**src/rtl/pipe_pkg.sv**
```systemverilog
// Shared definitions for the pipeline hazard scheduler: forwarding selects,
// memory-handshake FSM states and the default register-index width.
package pipe_pkg;

  localparam int DEF_REG_W = 5;

  localparam logic [1:0] FWD_NONE = 2'b00;
  localparam logic [1:0] FWD_WB   = 2'b01;
  localparam logic [1:0] FWD_MEM  = 2'b10;

  typedef enum logic [1:0] {
    M_IDLE,
    M_WAIT,
    M_ERR
  } mem_state_e;

endpackage

```
**src/rtl/dmem_wait_fsm.sv**
```systemverilog
// Data-memory req/ack sequencer for the MEM stage: tracks wait states,
// raises a sticky timeout fault and produces the memory stall request.
module dmem_wait_fsm
  import pipe_pkg::*;
#(
  parameter int TIMEOUT = 16
) (
  input  logic clk,
  input  logic reset_n,
  input  logic mem_req,
  input  logic dmem_ack,
  output logic dmem_req,
  output logic mem_stall,
  output logic mem_wait,
  output logic mem_timeout
);

  localparam int WCW = (TIMEOUT > 2) ? $clog2(TIMEOUT) : 1;
  localparam logic [WCW-1:0] WMAX = WCW'(TIMEOUT - 1);

  mem_state_e     state;
  logic [WCW-1:0] wait_cnt;
  logic           in_err;

  assign in_err = (state == M_ERR);

  // Request and stall are combinational so a zero-wait ack completes in one cycle;
  // gating with reset_n drops them as soon as reset asserts.
  assign dmem_req  = reset_n & (((state == M_IDLE) & mem_req) | (state == M_WAIT));
  assign mem_stall = reset_n & ((mem_req & ~dmem_ack & ~in_err) | in_err);
  assign mem_wait  = mem_stall & ~in_err;

  always_ff @(posedge clk or negedge reset_n) begin
    if (!reset_n) begin
      state       <= M_IDLE;
      wait_cnt    <= '0;
      mem_timeout <= 1'b0;
    end else begin
      case (state)
        M_IDLE: begin
          if (mem_req && !dmem_ack) begin
            state    <= M_WAIT;
            wait_cnt <= WCW'(1);
          end
        end
        M_WAIT: begin
          if (dmem_ack) begin
            state <= M_IDLE;
          end else if (wait_cnt == WMAX) begin
            state       <= M_ERR;
            mem_timeout <= 1'b1;
          end else begin
            wait_cnt <= wait_cnt + WCW'(1);
          end
        end
        M_ERR:   state <= M_ERR;
        default: state <= M_IDLE;
      endcase
    end
  end

endmodule

```
**src/rtl/hazard_sched_unit.sv**
```systemverilog
// Hazard/stall scheduler for the 5-stage core: forwarding selects, load-use and
// branch stalls, MEM wait-state stalls and saturating stall-cycle counters.
module hazard_sched_unit
  import pipe_pkg::*;
#(
  parameter int REG_W   = DEF_REG_W,
  parameter int TIMEOUT = 16,
  parameter int CNT_W   = 16
) (
  input  logic             clk,
  input  logic             reset_n,
  input  logic [REG_W-1:0] RsD,
  input  logic [REG_W-1:0] RtD,
  input  logic [REG_W-1:0] RsE,
  input  logic [REG_W-1:0] RtE,
  input  logic [REG_W-1:0] WriteRegE,
  input  logic [REG_W-1:0] WriteRegM,
  input  logic [REG_W-1:0] WriteRegW,
  input  logic             RegWriteE,
  input  logic             RegWriteM,
  input  logic             RegWriteW,
  input  logic             MemtoRegE,
  input  logic             MemtoRegM,
  input  logic             MemWriteM,
  input  logic             BranchD,
  input  logic             dmem_ack,
  input  logic             cnt_clr,
  output logic             dmem_req,
  output logic             ForwardAD,
  output logic             ForwardBD,
  output logic [1:0]       ForwardAE,
  output logic [1:0]       ForwardBE,
  output logic             StallF,
  output logic             StallD,
  output logic             StallE,
  output logic             StallM,
  output logic             FlushE,
  output logic             FlushW,
  output logic             mem_timeout,
  output logic [CNT_W-1:0] stall_cnt,
  output logic [CNT_W-1:0] memwait_cnt
);

  function automatic logic [1:0] fwd_sel(input logic [REG_W-1:0] src,
                                         input logic             rw_m,
                                         input logic [REG_W-1:0] wr_m,
                                         input logic             rw_w,
                                         input logic [REG_W-1:0] wr_w);
    if ((src != '0) && rw_m && (wr_m == src))      return FWD_MEM;
    else if ((src != '0) && rw_w && (wr_w == src)) return FWD_WB;
    else                                            return FWD_NONE;
  endfunction

  function automatic logic [CNT_W-1:0] sat_inc(input logic [CNT_W-1:0] c);
    return (&c) ? c : c + CNT_W'(1);
  endfunction

  logic mem_req_m;
  logic lwstall;
  logic branchstall;
  logic mem_stall;
  logic mem_wait;
  logic haz_stall;

  assign ForwardAE = fwd_sel(RsE, RegWriteM, WriteRegM, RegWriteW, WriteRegW);
  assign ForwardBE = fwd_sel(RtE, RegWriteM, WriteRegM, RegWriteW, WriteRegW);
  assign ForwardAD = (RsD != '0) & RegWriteM & (WriteRegM == RsD);
  assign ForwardBD = (RtD != '0) & RegWriteM & (WriteRegM == RtD);

  assign lwstall     = MemtoRegE & ((RtE == RsD) | (RtE == RtD));
  assign branchstall = BranchD &
                       ((RegWriteE & ((WriteRegE == RsD) | (WriteRegE == RtD))) |
                        (MemtoRegM & ((WriteRegM == RsD) | (WriteRegM == RtD))));
  assign mem_req_m   = MemtoRegM | MemWriteM;

  dmem_wait_fsm #(
    .TIMEOUT(TIMEOUT)
  ) u_fsm (
    .clk        (clk),
    .reset_n    (reset_n),
    .mem_req    (mem_req_m),
    .dmem_ack   (dmem_ack),
    .dmem_req   (dmem_req),
    .mem_stall  (mem_stall),
    .mem_wait   (mem_wait),
    .mem_timeout(mem_timeout)
  );

  // A memory stall freezes the whole pipe and hides any ID/EX hazard this cycle.
  assign haz_stall = reset_n & ~mem_stall & (lwstall | branchstall);

  always_comb begin
    StallF = 1'b0;
    StallD = 1'b0;
    StallE = 1'b0;
    StallM = 1'b0;
    FlushE = 1'b0;
    FlushW = 1'b0;
    if (mem_stall) begin
      StallF = 1'b1;
      StallD = 1'b1;
      StallE = 1'b1;
      StallM = 1'b1;
      FlushW = 1'b1;
    end else if (haz_stall) begin
      StallF = 1'b1;
      StallD = 1'b1;
      FlushE = 1'b1;
    end
  end

  always_ff @(posedge clk or negedge reset_n) begin
    if (!reset_n) begin
      stall_cnt   <= '0;
      memwait_cnt <= '0;
    end else if (cnt_clr) begin
      stall_cnt   <= '0;
      memwait_cnt <= '0;
    end else begin
      if (haz_stall) stall_cnt   <= sat_inc(stall_cnt);
      if (mem_wait)  memwait_cnt <= sat_inc(memwait_cnt);
    end
  end

endmodule

```
**config.mk**
```make
export PLATFORM = sky130hd
export DESIGN_NAME = hazard_sched_unit
export DESIGN_NICKNAME = d
export VERILOG_FILES = /design/src/rtl/pipe_pkg.sv /design/src/rtl/dmem_wait_fsm.sv /design/src/rtl/hazard_sched_unit.sv
export SDC_FILE = /design/constraint.sdc
export NUM_CORES = 1
export LEC_CHECK = 0
export ABC_CLOCK_PERIOD_IN_PS = 6450
export CAP_MARGIN = 20
export CORE_UTILIZATION = 50
export DETAILED_ROUTE_END_ITERATION = 8
export PLACE_DENSITY_LB_ADDON = 0.1
export SYNTH_ARGS = -nofsm -noshare
export SYNTH_HDL_FRONTEND = slang
export SYNTH_SLANG_ARGS = --single-unit
export TNS_END_PERCENT = 100
```
**constraint.sdc**
```tcl
create_clock -name clk -period 6.45 [get_ports clk]
set_input_delay 1.29 -clock clk [delete_from_list [all_inputs] [get_ports clk]]
set_output_delay 1.29 -clock clk [all_outputs]
set_load 0.05 [all_outputs]
```
==> summary.log, run 1 <==
[routing] DR vias/cell 5.81
[clock_tree] Clock Root Buffer sky130_fd_sc_hd__clkbuf_8
[critical_path] data arrival time at the worst-slack endpoint 4.05 ns
[cells_and_area] Layout Cell Area excl Fill 4070 um2
[clock_tree] clock insertion delay at the later pin of the skew report 0.29 ns
[timing] Tmin final 5.34 ns
[floorplanning] chip width 79.8 um
[synth] fraction of post-synthesis cell area in the top cell type by area 0.322
[critical_path] critical path start-end classification in2out
[synth] share of synthesized registers carrying an async set or reset 1.00
[synth] post-synthesis cell type with the largest combined area sky130_fd_sc_hd__dfrtp_1
[critical_path] element type at the critical path start input port
[routing] number of remaining DRC errors 0
[cells_and_area] total of fill cells in the finished design 449
[synth] fraction of the yosys area taken by sequential cells 0.322
[cells_and_area] Multi-input gate area 1930 um2
[grt] initial antenna violation count 0
[synth] Syn Area/Cell 8.65 um2
[floorplanning] top-level port count 92
[synth] Distinct cells, synth 51
[routing] number of DRC violations after detailed-routing iteration 0 167
[timing] RSZ-0062 raised after global routing false
[critical_path] maximum fanout along the worst path 15
[synth] largest cells by area after synthesis sky130_fd_sc_hd__dfrtp_1 32%, sky130_fd_sc_hd__xnor2_1 12%, sky130_fd_sc_hd__xor2_1 6.1%
[cells_and_area] most frequent standard cell in the layout excluding fill and tap cells sky130_fd_sc_hd__clkdlybuf4s50_1
[routing] Initial DRT Pass Iterations 4
[critical_path] Required @ worst endpoint 5.16 ns
[power] power per cell area 151 nW/um2
[place] # port buffers 91
[floorplanning] starting utilization of the core area 0.534
[cells_and_area] post-route non-filler standard cell count 505
[timing] Worst Tran Pin Value 0.868 ns
[floorplanning] Die Area 6370 um2
[synth] synthesized instance count 350
[timing] Post-Route Skew 0.00394 ns
[timing] ratio of final minimum period to clock period 0.827
[run_status] status completed
[clock_tree] clock slew at the register clock pins of the worst setup and hold paths 0.08 ns
[clock_tree] CTS tree yes
[cells_and_area] most frequent cells in the layout 90 x sky130_fd_sc_hd__clkdlybuf4s50_1, 42 x sky130_fd_sc_hd__xnor2_1, 39 x sky130_fd_sc_hd__dfrtp_1, 35 x sky130_fd_sc_hd__nor2_1, 30 x sky130_fd_sc_hd__nand2_1
[clock_tree] CTS Hold Buffers Added 0
[place] placed cells 497
[clock_tree] Num CTS Buffers 5
[run] Max Cap Violations 0
[power] Static Leak 1.47 nW
[grt] wire length of the first global-routing pass 13400 um
[synth] synthesized net count 399
[synth] Yosys warnings 0
[timing] total count of hold-check failures in the final report 0
[synth] combined area of all synthesized cells 3030 um2
[floorplanning] die outline height 79.8 um
[timing] achievable clock frequency 187 MHz
[routing] antenna-violating nets left 0
[min_path] hold_sp u_fsm.mem_timeout
[place] half-perimeter wire length of the detailed placement result 6050 um
[critical_path] source of the worst register-to-register timing path stall_cnt[0]
[cells_and_area] layout cells sized above 1 0.0600
[timing] Setup TNS 0 ns
[clock_tree] number of gates given a new drive strength after cts 0
[place] Area after DPL 3950 um2
[min_path] Hold Path Class reg2reg
[cells_and_area] antenna fix cells 0
[critical_path] Crit. End Element output pin
[grt] pin count of the biggest net entering global routing 39
[timing] max_slew headroom 0.407
[synth] number of flops mapped to enable cells by yosys 0
[grt] vias in the first global route 2870
[synth] number of synthesized register bits 39
[clock_tree] number of levels in the clock H-tree 2
[synth] most instantiated flip-flop cell in the synthesis netlist sky130_fd_sc_hd__dfrtp_1
[routing] total wirelength of the detailed-routed design 8000 um
[cells_and_area] Layout area overhead 34.5%
[clock_tree] clock tree sinks 39
[timing] max-slew violation count 0
[grt] Remaining Overflow, GRT 0
[floorplanning] standard cell core area 5680 um2
[floorplanning] num rows 27
[clock_tree] Max clock buf depth 2
[cells_and_area] Final nets 481
[cells_and_area] area taken by flip-flops and latches 976 um2
[critical_path] worst setup path start WriteRegM[3]
[place] routability cong. 0.886
[routing] wire length per cell 15.8 um
[timing] WHS 0.472 ns
[routing] total number of vias 2934
[power] VDD IR max 0.149 mV
[timing] count of endpoints failing setup in the final report 0
[clock_tree] buffers inserted during post-CTS setup optimization 0
[grt] overall routing resource usage 0.267
[sequential cells by signal, indices dropped and copies added (netlist names)]
name               count
memwait_cnt           16
u_fsm.mem_timeout      1
stall_cnt             16
u_fsm.state            2
u_fsm.wait_cnt         4
[per-stage QoR]
step,setup WS (ns),power [mW],util
2_1_floorplan,1.11,0.342,-
3_3_place_gp,1.15,0.401,0.697
6_report,1.11,0.615,0.717
3_5_place_dp,1.14,0.405,0.697
4_1_cts,1.13,0.619,0.717
5_1_grt,0.909,0.641,0.717
[worst paths after layout]
kind                                endpoint  slack (ns)  depth (start not counted)
min in group asynchronous       stall_cnt[2]        0.84                          1
setup reg to reg                stall_cnt[0]        3.79                          6
hold reg to reg            u_fsm.mem_timeout        0.47                          1
hold / removal             u_fsm.mem_timeout        0.47                          1
max in group asynchronous     u_fsm.state[0]        4.92                          2
setup / recovery                      StallD        1.11                          8
[critical path, cell delays in order]
cell	delay, ns
sky130_fd_sc_hd__clkdlybuf4s50_1	0.63
sky130_fd_sc_hd__xor2_1	0.24
sky130_fd_sc_hd__nor3b_1	0.08
sky130_fd_sc_hd__a32o_1	0.26
sky130_fd_sc_hd__o21ai_2	0.48
sky130_fd_sc_hd__and2_1	0.28
sky130_fd_sc_hd__nand2b_1	0.08
sky130_fd_sc_hd__clkdlybuf4s50_1	0.70
[cell families after synthesis]
logic type	synth area share
AND/OR/NAND/NOR	0.279
XOR/XNOR	0.182
AO/OA/AOI/OAI	0.127
flip-flops	0.322
buffers and inverters	0.0405
multiplexers	0.0364
adder cells (fa/ha/maj)	0.0124
[where the power goes]
group          internal (mW)  switching (mW)
Sequential             0.253         0.00936
Combinational         0.0638          0.0746
Clock                  0.125          0.0892
Total                  0.442           0.173
[layer usage]
metal,GRT usage,wire [um]
met1,0.324,3500
met2,0.489,4010
met3,0.0354,413
met4,0.0786,82
met5,0,0
[synth_stat cells, drive strengths merged (3+ instances only)]
| cell type | number |
|---|---|
| xnor2 | 42 |
| dfrtp | 39 |
| nor2 | 35 |
| nand2 | 30 |
| xor2 | 21 |
| nand3 | 17 |
| nand4 | 16 |
| a21oi | 14 |
| clkbuf | 13 |
| nor4 | 10 |
| inv | 8 |
| mux2 | 8 |
| nor2b | 8 |
| nor3 | 8 |
| a2111o | 7 |
| o21ai | 7 |
| a211oi | 6 |
| and4 | 6 |
| buf | 6 |
| nand2b | 5 |
| o211ai | 4 |
| o221ai | 4 |
| or3 | 4 |
| or4 | 4 |
| and2 | 3 |
| ha | 3 |
[cell type report]
type                            instances  area share
Sequential cell                        39       0.240
Multi-Input combinational cell        284       0.474
Timing Repair Buffer                   94       0.228
Clock inverter                          2     0.00860
Clock buffer                            6      0.0203
Inverter                                8     0.00738
Tap cell                               72      0.0221
Power figures use the tool's default switching activity.
==> run 2, diff against run 1 <==
--- a/config.mk
+++ b/config.mk
@@ -5,9 +5,9 @@
 export SDC_FILE = /design/constraint.sdc
 export NUM_CORES = 1
 export LEC_CHECK = 0
-export ABC_CLOCK_PERIOD_IN_PS = 6450
+export ABC_CLOCK_PERIOD_IN_PS = 5000
 export CAP_MARGIN = 20
-export CORE_UTILIZATION = 50
+export CORE_UTILIZATION = 48
 export DETAILED_ROUTE_END_ITERATION = 8
 export PLACE_DENSITY_LB_ADDON = 0.1
 export SYNTH_ARGS = -nofsm -noshare
==> constraint.sdc (replaced) <==
create_clock -name clk -period 5 [get_ports clk]
set_input_delay 1 -clock clk [delete_from_list [all_inputs] [get_ports clk]]
set_output_delay 1 -clock clk [all_outputs]
set_load 0.05 [all_outputs]
==> summary.log, run 2 (same netlist as run 1, synthesis figures left out) <==
[grt] met2 Resource Use GR 0.444
[clock_tree] Max clock buf depth 2
[place] # port buffers 91
[critical_path] top cell family by delay on the critical path buffers and inverters
[grt] layer with the highest usage met2
[clock_tree] Clock Root Buffer sky130_fd_sc_hd__clkbuf_8
[clock_tree] CTS Hold Buffers Added 0
[cells_and_area] Layout area overhead 37.0%
[timing] ratio of final minimum period to clock period 0.886
[clock_tree] Num CTS Buffers 5
[power] switching power as a share of total power 0.269
[grt] met1 global-route usage 0.304
[floorplanning] standard cell core area 5990 um2
[floorplanning] top-level port count 92
[min_path] worst-case hold path end point u_fsm.mem_timeout
[cells_and_area] total of fill cells in the finished design 478
[cells_and_area] most frequent cells in the layout 87 x sky130_fd_sc_hd__clkdlybuf4s50_1, 42 x sky130_fd_sc_hd__xnor2_1, 39 x sky130_fd_sc_hd__dfrtp_1, 35 x sky130_fd_sc_hd__nor2_1, 30 x sky130_fd_sc_hd__nand2_1
[critical_path] cell chain of the critical path clkdlybuf4s50_1, or4_1, nor2_1, nor4_1, nor4_1, clkdlybuf4s50_1
[place] half-perimeter wire length of the detailed placement result 6050 um
[run] Max Cap Violations 0
[place] Area after DPL 3990 um2
[routing] total number of vias 2909
[power] power per cell area 202 nW/um2
[grt] met3 track demand over resource 0.0544
[power] Internal 0.613 mW
[clock_tree] clock insertion delay at the later pin of the skew report 0.30 ns
[clock_tree] clock slew at the register clock pins of the worst setup and hold paths 0.07 ns
[clock_tree] number of levels in the clock H-tree 2
[cells_and_area] fraction of the core area covered by cells at the end of the flow 0.692
[timing] total count of hold-check failures in the final report 0
[timing] Setup TNS 0 ns
[critical_path] critical path's largest stage delay 0.84 ns
[place] placed cells 500
[routing] DR vias/cell 5.72
[cells_and_area] post-route non-filler standard cell count 509
[floorplanning] num rows 28
[place] routability cong. 0.826
[power] Clock Power Share 0.377
[timing] max_slew headroom 0.484
[grt] vias in the first global route 2751
[routing] Initial DRT Pass Iterations 4
[critical_path] worst reg2reg path endpoint stall_cnt[0]
[grt] overall routing resource usage 0.254
[grt] Remaining Overflow, GRT 0
[critical_path] slowest cell on the critical path sky130_fd_sc_hd__clkdlybuf4s50_1
[power] net load switching power 0.226 mW
[cells_and_area] layout cells sized above 1 0.0668
[clock_tree] CTS tree yes
[min_path] Hold Path Class reg2reg
[critical_path] source of the worst register-to-register timing path stall_cnt[1]
[routing] wire length per cell 16.0 um
[power] total power consumption of the routed design 0.839 mW
[cells_and_area] Final nets 482
[timing] Tmin final 4.43 ns
[routing] total wirelength of the detailed-routed design 8140 um
[timing] count of endpoints failing setup in the final report 0
[run_status] status completed
[critical_path] element type at the critical path start input port
[grt] initial antenna violation count 0
[critical_path] depth of the worst register-to-register path 6
[cells_and_area] Layout Cell Area excl Fill 4150 um2
[grt] wire length of the first global-routing pass 12900 um
[min_path] Worst Hold Depth 1
[floorplanning] die outline height 81.4 um
[grt] pin count of the biggest net entering global routing 30
[timing] achievable clock frequency 226 MHz
[power] sequential share of power 0.403
[timing] max-slew violation count 0
[critical_path] Required @ worst endpoint 4.00 ns
[clock_tree] clock tree sinks 39
[routing] number of DRC violations after detailed-routing iteration 0 125
[routing] number of remaining DRC errors 0
[critical_path] maximum fanout along the worst path 5
[clock_tree] buffers inserted during post-CTS setup optimization 0
[cells_and_area] largest registers memwait_cnt: 16 flops, stall_cnt: 16 flops, u_fsm.wait_cnt: 4 flops
[cells_and_area] most frequent standard cell in the layout excluding fill and tap cells sky130_fd_sc_hd__clkdlybuf4s50_1
[power] Static Leak 1.50 nW
[critical_path] data arrival time at the worst-slack endpoint 3.43 ns
[routing] antenna-violating nets left 0
[cells_and_area] antenna fix cells 0
[power] VDD IR max 0.166 mV
[power] part of the total power dissipated in combinational logic 0.220
[timing] RSZ-0062 raised after global routing false
[critical_path] FF-to-FF setup slack 2.37 ns
[timing] Post-Route Skew 0.00758 ns
[floorplanning] chip width 81.4 um
[min_path] hold_sp u_fsm.mem_timeout
[critical_path] WP buf/inv 2
[timing] Worst Tran Pin Value 0.754 ns
[clock_tree] number of gates given a new drive strength after cts 0
[floorplanning] starting utilization of the core area 0.505
[floorplanning] Die Area 6630 um2
[critical_path] Crit. End Element output pin
[critical_path] critical path start-end classification in2out
## run 2: cell count changes in the layout (fill, tap and decap cells not counted)
| cell | before | now |
|---|---|---|
| sky130_fd_sc_hd__buf_12 | 0 | 3 |
| sky130_fd_sc_hd__buf_16 | 0 | 1 |
| sky130_fd_sc_hd__bufinv_16 | 1 | 2 |
| sky130_fd_sc_hd__clkbuf_1 | 0 | 1 |
| sky130_fd_sc_hd__clkbuf_8 | 6 | 5 |
| sky130_fd_sc_hd__clkdlybuf4s50_1 | 90 | 87 |
| sky130_fd_sc_hd__clkinv_2 | 1 | 0 |
## run 2: per-stage QoR
step	hold slack (ns)	setup slack, ns
6_report	0.469	0.569
5_1_grt	0.508	0.457
2_1_floorplan	0.468	0.238
4_1_cts	0.478	0.558
3_3_place_gp	0.453	0.617
3_5_place_dp	0.459	0.564
## run 2: power by group through the flow
stage / sequential, mW / combinational (mW) / clock, mW
2_1_floorplan: 0.346 / 0.0957 / 0
3_3_place_gp: 0.344 / 0.178 / 0
3_5_place_dp: 0.344 / 0.181 / 0
4_1_cts: 0.338 / 0.183 / 0.319
5_1_grt: 0.340 / 0.202 / 0.329
6_report: 0.338 / 0.185 / 0.316
## run 2: final cells by class
| class | instances | area [um2] | area share |
|---|---|---|---|
| clock buffers | 6 | 72.6 | 0.0175 |
| clock inverters | 2 | 60.1 | 0.0145 |
| inverters | 8 | 30.0 | 0.00724 |
| multi-input cells | 284 | 1930 | 0.465 |
| flip-flops and latches | 39 | 976 | 0.235 |
| well taps | 75 | 93.8 | 0.0226 |
| repair buffers | 95 | 986 | 0.238 |
## run 2: worst max-delay path by stage
stage | from | endpoint | slack (ns) | cells after the start
floorplan | RtE[2] | ForwardBE[0] | 0.24 | 5
global placement | RtE[1] | ForwardBE[0] | 0.62 | 6
detailed placement | RtE[1] | ForwardBE[0] | 0.56 | 6
CTS | RtE[1] | ForwardBE[0] | 0.56 | 6
global route | RtE[2] | ForwardBE[0] | 0.46 | 6
finish | RtE[1] | ForwardBE[0] | 0.57 | 6
## run 2: metal layers
| layer | vias up | part of all wire |
|---|---|---|
| met2 | 91 | 0.49 |
| li1 | 1432 | - |
| met3 | 9 | 0.075 |
| met5 | - | 0 |
| met4 | 0 | 0.017 |
| met1 | 1377 | 0.42 |
